$ cat config.mk
export PLATFORM = sky130hd
export DESIGN_NAME = password_check
export DESIGN_NICKNAME = d
export VERILOG_FILES = /design/src/rtl/password_check.sv
export SDC_FILE = /design/constraint.sdc
export NUM_CORES = 1
export LEC_CHECK = 0
export ABC_AREA = 1
export ABC_CLOCK_PERIOD_IN_PS = 1700
export CORE_AREA = 4 4 46 64
export CTS_BUF_LIST = sky130_fd_sc_hd__clkbuf_8
export CTS_CLUSTER_DIAMETER = 30
export DETAILED_ROUTE_END_ITERATION = 8
export DIE_AREA = 0 0 50 68
export PLACE_DENSITY = 0.83
export SYNTH_ARGS = -nofsm -noshare
export SYNTH_HDL_FRONTEND = slang
export SYNTH_SLANG_ARGS = --single-unit
$ cat constraint.sdc
create_clock -name clk -period 1.7 [get_ports clk]
set_input_delay 0.34 -clock clk [delete_from_list [all_inputs] [get_ports clk]]
set_output_delay 0.34 -clock clk [all_outputs]
set_load 0.05 [all_outputs]
$ cat src/rtl/password_check.sv
// Password comparator with timed unlock window and lockout alarm after three
// consecutive wrong entries.
module password_check #(
  parameter int OPEN_CYCLES = 8,
  parameter int LOCK_CYCLES = 16
) (
  input  logic       clk,
  input  logic       rst,
  input  logic [5:0] npw_6,
  input  logic       status,
  input  logic [5:0] ipw_6,
  input  logic       Check,
  output logic       unlock,
  output logic       fail,
  output logic [1:0] err_cnt,
  output logic       alarm
);

  localparam logic [1:0] IDLE  = 2'd0;
  localparam logic [1:0] OPEN  = 2'd1;
  localparam logic [1:0] ALARM = 2'd2;

  localparam logic [7:0] OPEN_LOAD = 8'(OPEN_CYCLES - 1);
  localparam logic [7:0] LOCK_LOAD = 8'(LOCK_CYCLES - 1);

  logic [1:0] r_state;
  logic [7:0] r_timer;
  logic       r_checkD;
  logic       r_block;
  logic       r_unlock;
  logic       r_fail;
  logic [1:0] r_errCnt;
  logic       r_alarm;

  logic       w_chk;
  logic       w_match;

  // r_block suppresses a Check level that was already high during reset, so
  // only a genuine rising edge after reset release counts as a confirm.
  assign w_chk   = Check & ~r_checkD & ~r_block;
  assign w_match = (ipw_6 == npw_6);

  assign unlock  = r_unlock;
  assign fail    = r_fail;
  assign err_cnt = r_errCnt;
  assign alarm   = r_alarm;

  always_ff @(posedge clk) begin
    if (rst) begin
      r_state  <= IDLE;
      r_timer  <= 8'd0;
      r_checkD <= 1'b0;
      r_block  <= Check;
      r_unlock <= 1'b0;
      r_fail   <= 1'b0;
      r_errCnt <= 2'd0;
      r_alarm  <= 1'b0;
    end else begin
      r_checkD <= Check;
      r_block  <= r_block & Check;
      r_fail   <= 1'b0;
      case (r_state)
        IDLE: begin
          if (w_chk && !status) begin
            if (w_match) begin
              r_state  <= OPEN;
              r_timer  <= OPEN_LOAD;
              r_unlock <= 1'b1;
              r_errCnt <= 2'd0;
            end else if (r_errCnt == 2'd2) begin
              r_state  <= ALARM;
              r_timer  <= LOCK_LOAD;
              r_alarm  <= 1'b1;
              r_errCnt <= 2'd3;
              r_fail   <= 1'b1;
            end else begin
              r_errCnt <= r_errCnt + 2'd1;
              r_fail   <= 1'b1;
            end
          end
        end
        // Entering set mode closes the lock immediately.
        OPEN: begin
          if (status || (r_timer == 8'd0)) begin
            r_state  <= IDLE;
            r_timer  <= 8'd0;
            r_unlock <= 1'b0;
          end else begin
            r_timer <= r_timer - 8'd1;
          end
        end
        ALARM: begin
          if (r_timer == 8'd0) begin
            r_state  <= IDLE;
            r_alarm  <= 1'b0;
            r_errCnt <= 2'd0;
          end else begin
            r_timer <= r_timer - 8'd1;
          end
        end
        default: begin
          r_state  <= IDLE;
          r_timer  <= 8'd0;
          r_unlock <= 1'b0;
          r_alarm  <= 1'b0;
        end
      endcase
    end
  end

endmodule

Word level (Yosys, flattened, before mapping). Cells that the tools add are included.

Output and inout bits: 5. Register bits after elaboration: 17. Word-level logic and storage cells: 70. Bits of input ports: 16.

Add/sub/neg operators: 2. Muxes and demuxes: 27. Equality and inequality tests: 12. Reductions and logical operators: 12. Bitwise operators: 9.

Operator list (count): $mux W8 (5); $pmux W8 S3 (1); $mux W2 (8); $ne A2 B2 Y1 const B (7); $mux W1 (9); $logic_not A8 Y1 (1); $reduce_and A4 Y1 (2); $sub A8 B1 Y8 const B (1); $eq A6 B6 Y1 (1); $not A1 Y1 (6); $pmux W1 S3 (2); $pmux W2 S3 (1); $reduce_and A3 Y1 (2); $reduce_and A5 Y1 (1); $eq A2 B2 Y1 const B (2); $pmux W2 S2 (1); $and A1 B1 Y1 (3); $ne A3 B3 Y1 const B (1); $reduce_or A3 Y1 (1); $add A2 B1 Y2 const B (1); $eq A2 B1 Y1 const B (1); $logic_not A2 Y1 (1); $reduce_bool A2 Y1 (1); $logic_and A1 B1 Y1 (1); other kinds (2) (2).

Longest topological paths before layout. Gate-level depths: netlist of the first run.

Word-level depth: 6. Gate-level depth with buffers: 11. Gate-level depth less buffers: 11.

Least setup slack after synthesis of the first run. OpenSTA, ideal clock, no wires.

Path kind: register to register. Start point: reg r_errCnt[0] (netlist: err_cnt[0]). End point: reg r_timer[4]. Data required time: 1.572 ns. Setup slack: 0.116 ns. Setup time: 0.128 ns. Cell stages (with the launch flop): 9. Clock period less this slack: 1.584 ns. Buffers on the path: 0. Arrival: 1.457 ns. Cells stage by stage: dfxtp_1 > inv_1 > ha_1 > inv_1 > nand3_2 > nand2_4 > nand2_1 > nand2_1 > nor2_1.

Word-level cells in the longest chain between the ends: 3.

Ends and longest elaborated chain: from (decl) (line 32) `logic [1:0] r_errCnt;`; from (signal assigned) (line 77) `r_errCnt <= r_errCnt + 2'd1;`; $eq A2 B2 Y1 (line 70) `end else if (r_errCnt == 2'd2) begin`; $ne A3 B3 Y1 (no line); $reduce_and A3 Y1 (no line); to (signal assigned) (line 89) `r_timer <= r_timer - 8'd1;`; to (signal assigned) (line 98) `r_timer <= r_timer - 8'd1;`; to (decl) (line 27) `logic [7:0] r_timer;`.

Every way passes these cells. A chain may end at the register's enable or synchronous reset.

Worst setup path in the final report of the first run.
Start point: reg r_timer[0]. End point: reg r_timer[2].

Word-level cells in the longest chain between the ends: 4. Elaborated cells between the ends (all ways): 8. Those cells by class: add/sub: 1; eq/ne: 1; mux: 3; reduce/logical: 3.

Ends and longest elaborated chain: parallel branches: the longest is 4 deep, another holds $sub A8 B1 Y8.

Several ways; the timed one is not identified. The select of a mux whose other input is x is not followed.

==> results.tsv, run 1 <==
metric	value	unit
rsz0062_at_grt	false	
ant_nets	0	
synthToLayoutAreaGrowth	36.9	%
clock_latency	0.26	ns
vdd.ir_drop.worst	0.553	mV
dr.pass1.iters	4	
track_usage	0.170	
r2r_setup_slack	0.16	ns
yosys_warnings	0	
io_pins	21	
cts_root_buf	clkbuf_8	
tightestPinTransition	0.241	ns
power-per-cell-area	637	nW/µm²
synth_cell_types	24	
grt_pass1_vias	1210	
post-dp-hpwl	2.07	mm
num_vias	1249	
status	finished, final reports clean	
cts_buffer_depth	2	
clock-sinks	17	
die_y	68	µm
synth_nets	200	
cts_tree	done	
portBuffers	20	
leakage	0.732	nW
fin_crit_sh	0.905	
slew_headroom	0.839	
final_max_slew_viol_count	0	
place_congestion	0.871	
yosysTopAreaCell	dfxtp_1	
grt_max_degree	11	
final_area	1540	µm²
ys_seq_elements	17	
critPathLaunchType	flop	
fin_crit	1.54	ns
coreArea	2390	µm²
ys_seq_area_frac	0.303	
fin_skew	0.00561	ns
initial_core_util	0.469	
wl	2.65	mm
hold_class	flop to flop	
syn_area	1120	µm²
path_clk_slew	0.06	ns
grt_overflow	0	
critical_path_required	1.89	ns
cts_made_buffers	3	
grt_pass1_wl	4.44	mm
drv_cap	0	
fmax	650	MHz
layout.nets	238	
regArea	340	µm²
setup_viol	0	
h-tree-depth	1	
timing.hold.ws	0.450	ns
die-width	50	µm
cp.arrival	1.73	ns
final_layout_size_suffix_gt1_frac	0.196	
synth_area_leaders	dfxtp_1, nand2_1, nor2_1, nand3_1, inv_1	
drtIter0Drc	32	
wl_per_cell	10.5	µm
place_area	1440	µm²
antennaDiodeCount	0	
routed_via_density	4.94	
syn_inst	182	
multi_input_area	696	µm²
route.detailed.drc	0	
worstPathMaxFanout	5	
yosysTopAreaCellShare	0.303	
fill_cells	216	
hold_viol	0	
setup.worst_path.class	flop to flop	
num_rows	21	
die_area	3400	µm²
endpoint_kind	flop	
avgSynthCellArea	6.17	µm²
antenna_found_initial	0	
==> area by class of cell <==
cell class              instances  area share
well taps                      34      0.0277
multi-input cells             136       0.453
repair buffers                 34       0.199
inverters                      28      0.0700
clock inverters                 1     0.00244
flip-flops and latches         17       0.221
clock buffers                   3      0.0269
==> registers in the layout, indices dropped and copies added, names as in the netlist <==
| name | cells |
|---|---|
| r_state | 2 |
| alarm | 1 |
| r_checkD | 1 |
| unlock | 1 |
| r_timer | 8 |
| err_cnt | 2 |
| r_block | 1 |
| fail | 1 |
==> cells in the final DEF, fill, tap and decap left out <==
master            n
nand2_1          46
inv_1            24
nor2_1           23
nand3_1          20
buf_4            18
dfxtp_1          17
clkdlybuf4s50_1  15
a21oi_1          12
nor2_2            7
nand4_1           5
inv_2             4
nand2_4           3
o21ai_0           3
clkbuf_8          3
o21ai_1           2
nand2_2           2
nor3_1            2
ha_1              2
xor2_1            1
nand3_2           1
or2_1             1
o22ai_1           1
inv_4             1
nor2_4            1
nand3_4           1
a21boi_4          1
xnor2_1           1
nand3b_1          1
buf_12            1
==> per-layer routing <==
metal / global-route usage / share of wire / vias to the layer above / wire length (µm)
met5: 0 / 0 / - / 0
met4: 0.149 / 0.048 / 0 / 126
met3: 0.0305 / 0.053 / 12 / 140
met2: 0.314 / 0.50 / 33 / 1320
met1: 0.161 / 0.40 / 546 / 1060
li1: - / - / 658 / -
==> through the flow <==
stage | setup slack (ns) | cells | total power (W) | utilization | setup TNS (ns)
finish | 0.161 | 253 | 0.000979 | 0.643 | 0
global route | 0.00510 | 253 | 0.00103 | 0.643 | 0
CTS | 0.0598 | 251 | 0.000967 | 0.621 | 0
detailed placement | -0.184 | 247 | 0.000670 | 0.602 | -1.81
global placement | -0.152 | 247 | 0.000667 | 0.602 | -1.44
floorplan | 0.116 | 182 | 0.000572 | - | 0
==> where the power goes <==
| part | switching, W | total, W | internal (W) |
|---|---|---|---|
| sequential | 0.00000879 | 0.000421 | 0.000412 |
| clock | 0.000140 | 0.000300 | 0.000161 |
| combinational | 0.000141 | 0.000258 | 0.000116 |
| total | 0.000290 | 0.000979 | 0.000689 |
==> worst max-delay path, cell delays in order (launching register included) <==
cell and delay, ns:
dfxtp_1 0.34, inv_1 0.06, ha_1 0.20, nand2_1 0.10, nor2_2 0.05, nand3_1 0.11
nand2_2 0.12, buf_4 0.15, a21oi_1 0.12, nand3_1 0.08, a21oi_1 0.14
==> logic make-up after synthesis <==
logic type / Yosys count / synth area share
simple gates: 113 / 0.462
buf+inv: 29 / 0.0992
flops: 17 / 0.303
compound gates: 19 / 0.0981
fa+ha+maj: 2 / 0.0223
xor+xnor: 2 / 0.0156
==> synth_stat cells <==
cell / number
o22ai_1: 1
a21boi_4: 1
nand3_2: 2
nand2_1: 47
clkbuf_1: 1
xnor2_1: 1
nor2_2: 4
nor2_1: 27
nand2_4: 3
inv_4: 1
nand4_1: 5
o21ai_1: 2
nand2_2: 1
ha_1: 2
nand3_1: 20
inv_2: 4
dfxtp_1: 17
inv_1: 23
o21ai_0: 3
a21oi_1: 12
nand3b_1: 1
or2_1: 1
nor3_1: 2
xor2_1: 1
==> what timing repair did <==
action,CTS,global route
gates resized for setup,0,7
hold buffers,0,0
buffers inserted,0,2
setup endpoints to repair,0,10
==> final timing paths <==
path         startpoint    endpoint  cells past startpoint
max          r_timer[0]  r_timer[2]                     10
min              unlock      unlock                      2
max reg2reg  r_timer[0]  r_timer[2]                     10
min reg2reg      unlock      unlock                      2
(Power assumes the default switching activity.)
==> inputs of run 2 (changes only) <==
- DONT_BUFFER_PORTS: unset -> 1
- PLACE_DENSITY: 0.83 -> 0.72
==> results.tsv, run 2 (synthesized netlist as in run 1, its figures left out) <==
metric	value	unit	change
dr.pass1.iters	4		unchanged
drtIter0Drc	25		-22%
crit_top_cell	o21ai_0		
leakage	0.586	nW	-20%
wl_met2	1.28	mm	-3.5%
fin_crit_sh	0.940		+0.0345
worst_slack	0.103	ns	-0.0586 ns
setup_tns	0	ns	unchanged
final_max_slew_viol_count	0		unchanged
cts_made_buffers	3		unchanged
layout.nets	206		-13%
power_frac_comb	0.188		-0.075
vdd.ir_drop.worst	0.418	mV	-24%
die_area	3400	µm²	unchanged
regMostFlops	r_timer		
critPathSlowestCell	dfxtp_1		
critPathLaunchType	flop		
setup_viol	0		unchanged
routed_via_density	5.09		+3.0%
wl_per_cell	10.9	µm	+3.8%
place_congestion	0.888		+2.0%
initial_core_util	0.469		unchanged
clock_latency	0.26	ns	about the same
final_common_cell	nand2_1		
p_sw	0.000265	W	-8.6%
rsz0062_at_grt	false		
critPathTopFamily	compound AO/OA/AOI/OAI gates		
antenna_found_initial	0		unchanged
layout_common_cells	nand2_1, nor2_1, inv_1, nand3_1, dfxtp_1		
cts_root_buf	clkbuf_8		
portBuffers	0		-100%
grt_overflow	0		unchanged
die_y	68	µm	unchanged
crit_buf_inv	1		-1
coreArea	2390	µm²	unchanged
fmax	626	MHz	-3.7%
die-width	50	µm	unchanged
post-dp-hpwl	1.92	mm	-7.4%
post-place-ws	0.0564	ns	+0.241 ns
synthToLayoutAreaGrowth	9.25	%	
cts_tree	done		
seqPwrFrac	0.476		+0.046
critical_path_required	1.85	ns	-0.04 ns
cp.arrival	1.75	ns	+0.02 ns
num_vias	1124		-10%
fin_crit	1.60	ns	+0.0586 ns
cp_slowest_stage_delay	0.31	ns	-0.03 ns
num_rows	21		unchanged
clock-sinks	17		unchanged
tightestPinTransition	0.509	ns	+0.268 ns
status	finished, final reports clean		
fin_skew	0.00487	ns	-0.000739 ns
endpoint_kind	flop		
pwr-share-clk	0.336		+0.029
grt_pass1_vias	1117		-7.7%
setup.worst_path.class	flop to flop		
largest_register_ffs	8		unchanged
h-tree-depth	1		unchanged
fill_cells	251		+16%
grt_pass1_wl	4.18	mm	-5.9%
top_layer	met4		
worstPathMaxFanout	4		-1
hold_class	input pin to flop		
route.detailed.drc	0		unchanged
power.internal	0.000629	W	-8.8%
drv_cap	0		unchanged
grt_max_degree	15		+4
ant_nets	0		unchanged
track_usage	0.159		-0.0113
wl_met3	115	µm	-18%
cts_buffer_depth	2		unchanged
hold_viol	0		unchanged
switching_share	0.296		+0.000488
path_clk_slew	0.07	ns	about the same
timing.hold.ws	0.143	ns	-0.307 ns
crit_chain	inv_1 -> ha_1 -> nand2_1 -> nor2_2 -> nand3_1 -> o22ai_1 -> o21ai_0 -> o21ai_0 -> nor2_1		
power-per-cell-area	729	nW/µm²	+14%
post-route-util	0.513		-0.130
slew_headroom	0.660		-0.179
wl	2.40	mm	-9.3%
io_pins	21		unchanged
m1WireLength	948	µm	-10%
antennaDiodeCount	0		unchanged
final_layout_size_suffix_gt1_frac	0.123		-0.0734
run 2: cell count changes in the layout (fill, tap and decap cells not counted), sizes merged:
| cell | before | now |
|---|---|---|
| clkdlybuf4s50 | 15 | 0 |
| buf | 19 | 2 |
run 2: worst paths after layout:
| path | start | to | slack (ns) | cells after the start |
|---|---|---|---|---|
| setup / recovery | r_timer[0] | err_cnt[0] | 0.10 | 9 |
| hold / removal | rst | r_timer[2] | 0.14 | 1 |
| setup reg to reg | r_timer[0] | err_cnt[0] | 0.10 | 9 |
| hold reg to reg | r_timer[1] | r_timer[1] | 0.46 | 2 |
run 2: layer usage:
metal / vias to the layer above / GRT usage
li1: 587 / -
met4: 0 / 0.104
met2: 27 / 0.322
met1: 503 / 0.140
met3: 7 / 0.0283
met5: - / 0
run 2: repair_timing:
item,4_1_cts,5_1_grt
endpoints found under the setup margin,0,9
resized for setup,0,2
hold buffers,0,0
setup buffers,0,0
run 2: worst register-to-register path: stages (launching register included):
cell and delay, ns:
dfxtp_1 0.31, inv_1 0.09, ha_1 0.21, nand2_1 0.10, nor2_2 0.13, nand3_1 0.12, o22ai_1 0.27, o21ai_0 0.13
o21ai_0 0.09, nor2_1 0.05
run 2: stage by stage:
step	total power, W	std cells	cell area (µm²)
final	0.000894	221	1230
after global routing	0.000950	221	1230
after CTS	0.000905	221	1220
after detailed placement	0.000601	217	1180
after global placement	0.000596	217	1180
after floorplan	0.000572	182	1120
run 2: layout make-up:
| class | count | area, µm² | share of cell area |
|---|---|---|---|
| tap | 34 | 42.5 | 0.0347 |
| timing repair buffer | 2 | 15.0 | 0.0122 |
| multi-input combinational | 136 | 676 | 0.551 |
| clock inverter | 1 | 3.75 | 0.00306 |
| sequential | 17 | 340 | 0.278 |
| clock buffer | 3 | 41.3 | 0.0337 |
| inverter | 28 | 108 | 0.0878 |
run 2: power groups by stage:
stage / clock network [W] / logic [W] / registers [W]
6_report: 0.000300 / 0.000168 / 0.000426
5_1_grt: 0.000334 / 0.000189 / 0.000427
4_1_cts: 0.000313 / 0.000167 / 0.000426
3_5_place_dp: 0 / 0.000166 / 0.000435
3_3_place_gp: 0 / 0.000161 / 0.000434
2_1_floorplan: 0 / 0.000125 / 0.000447
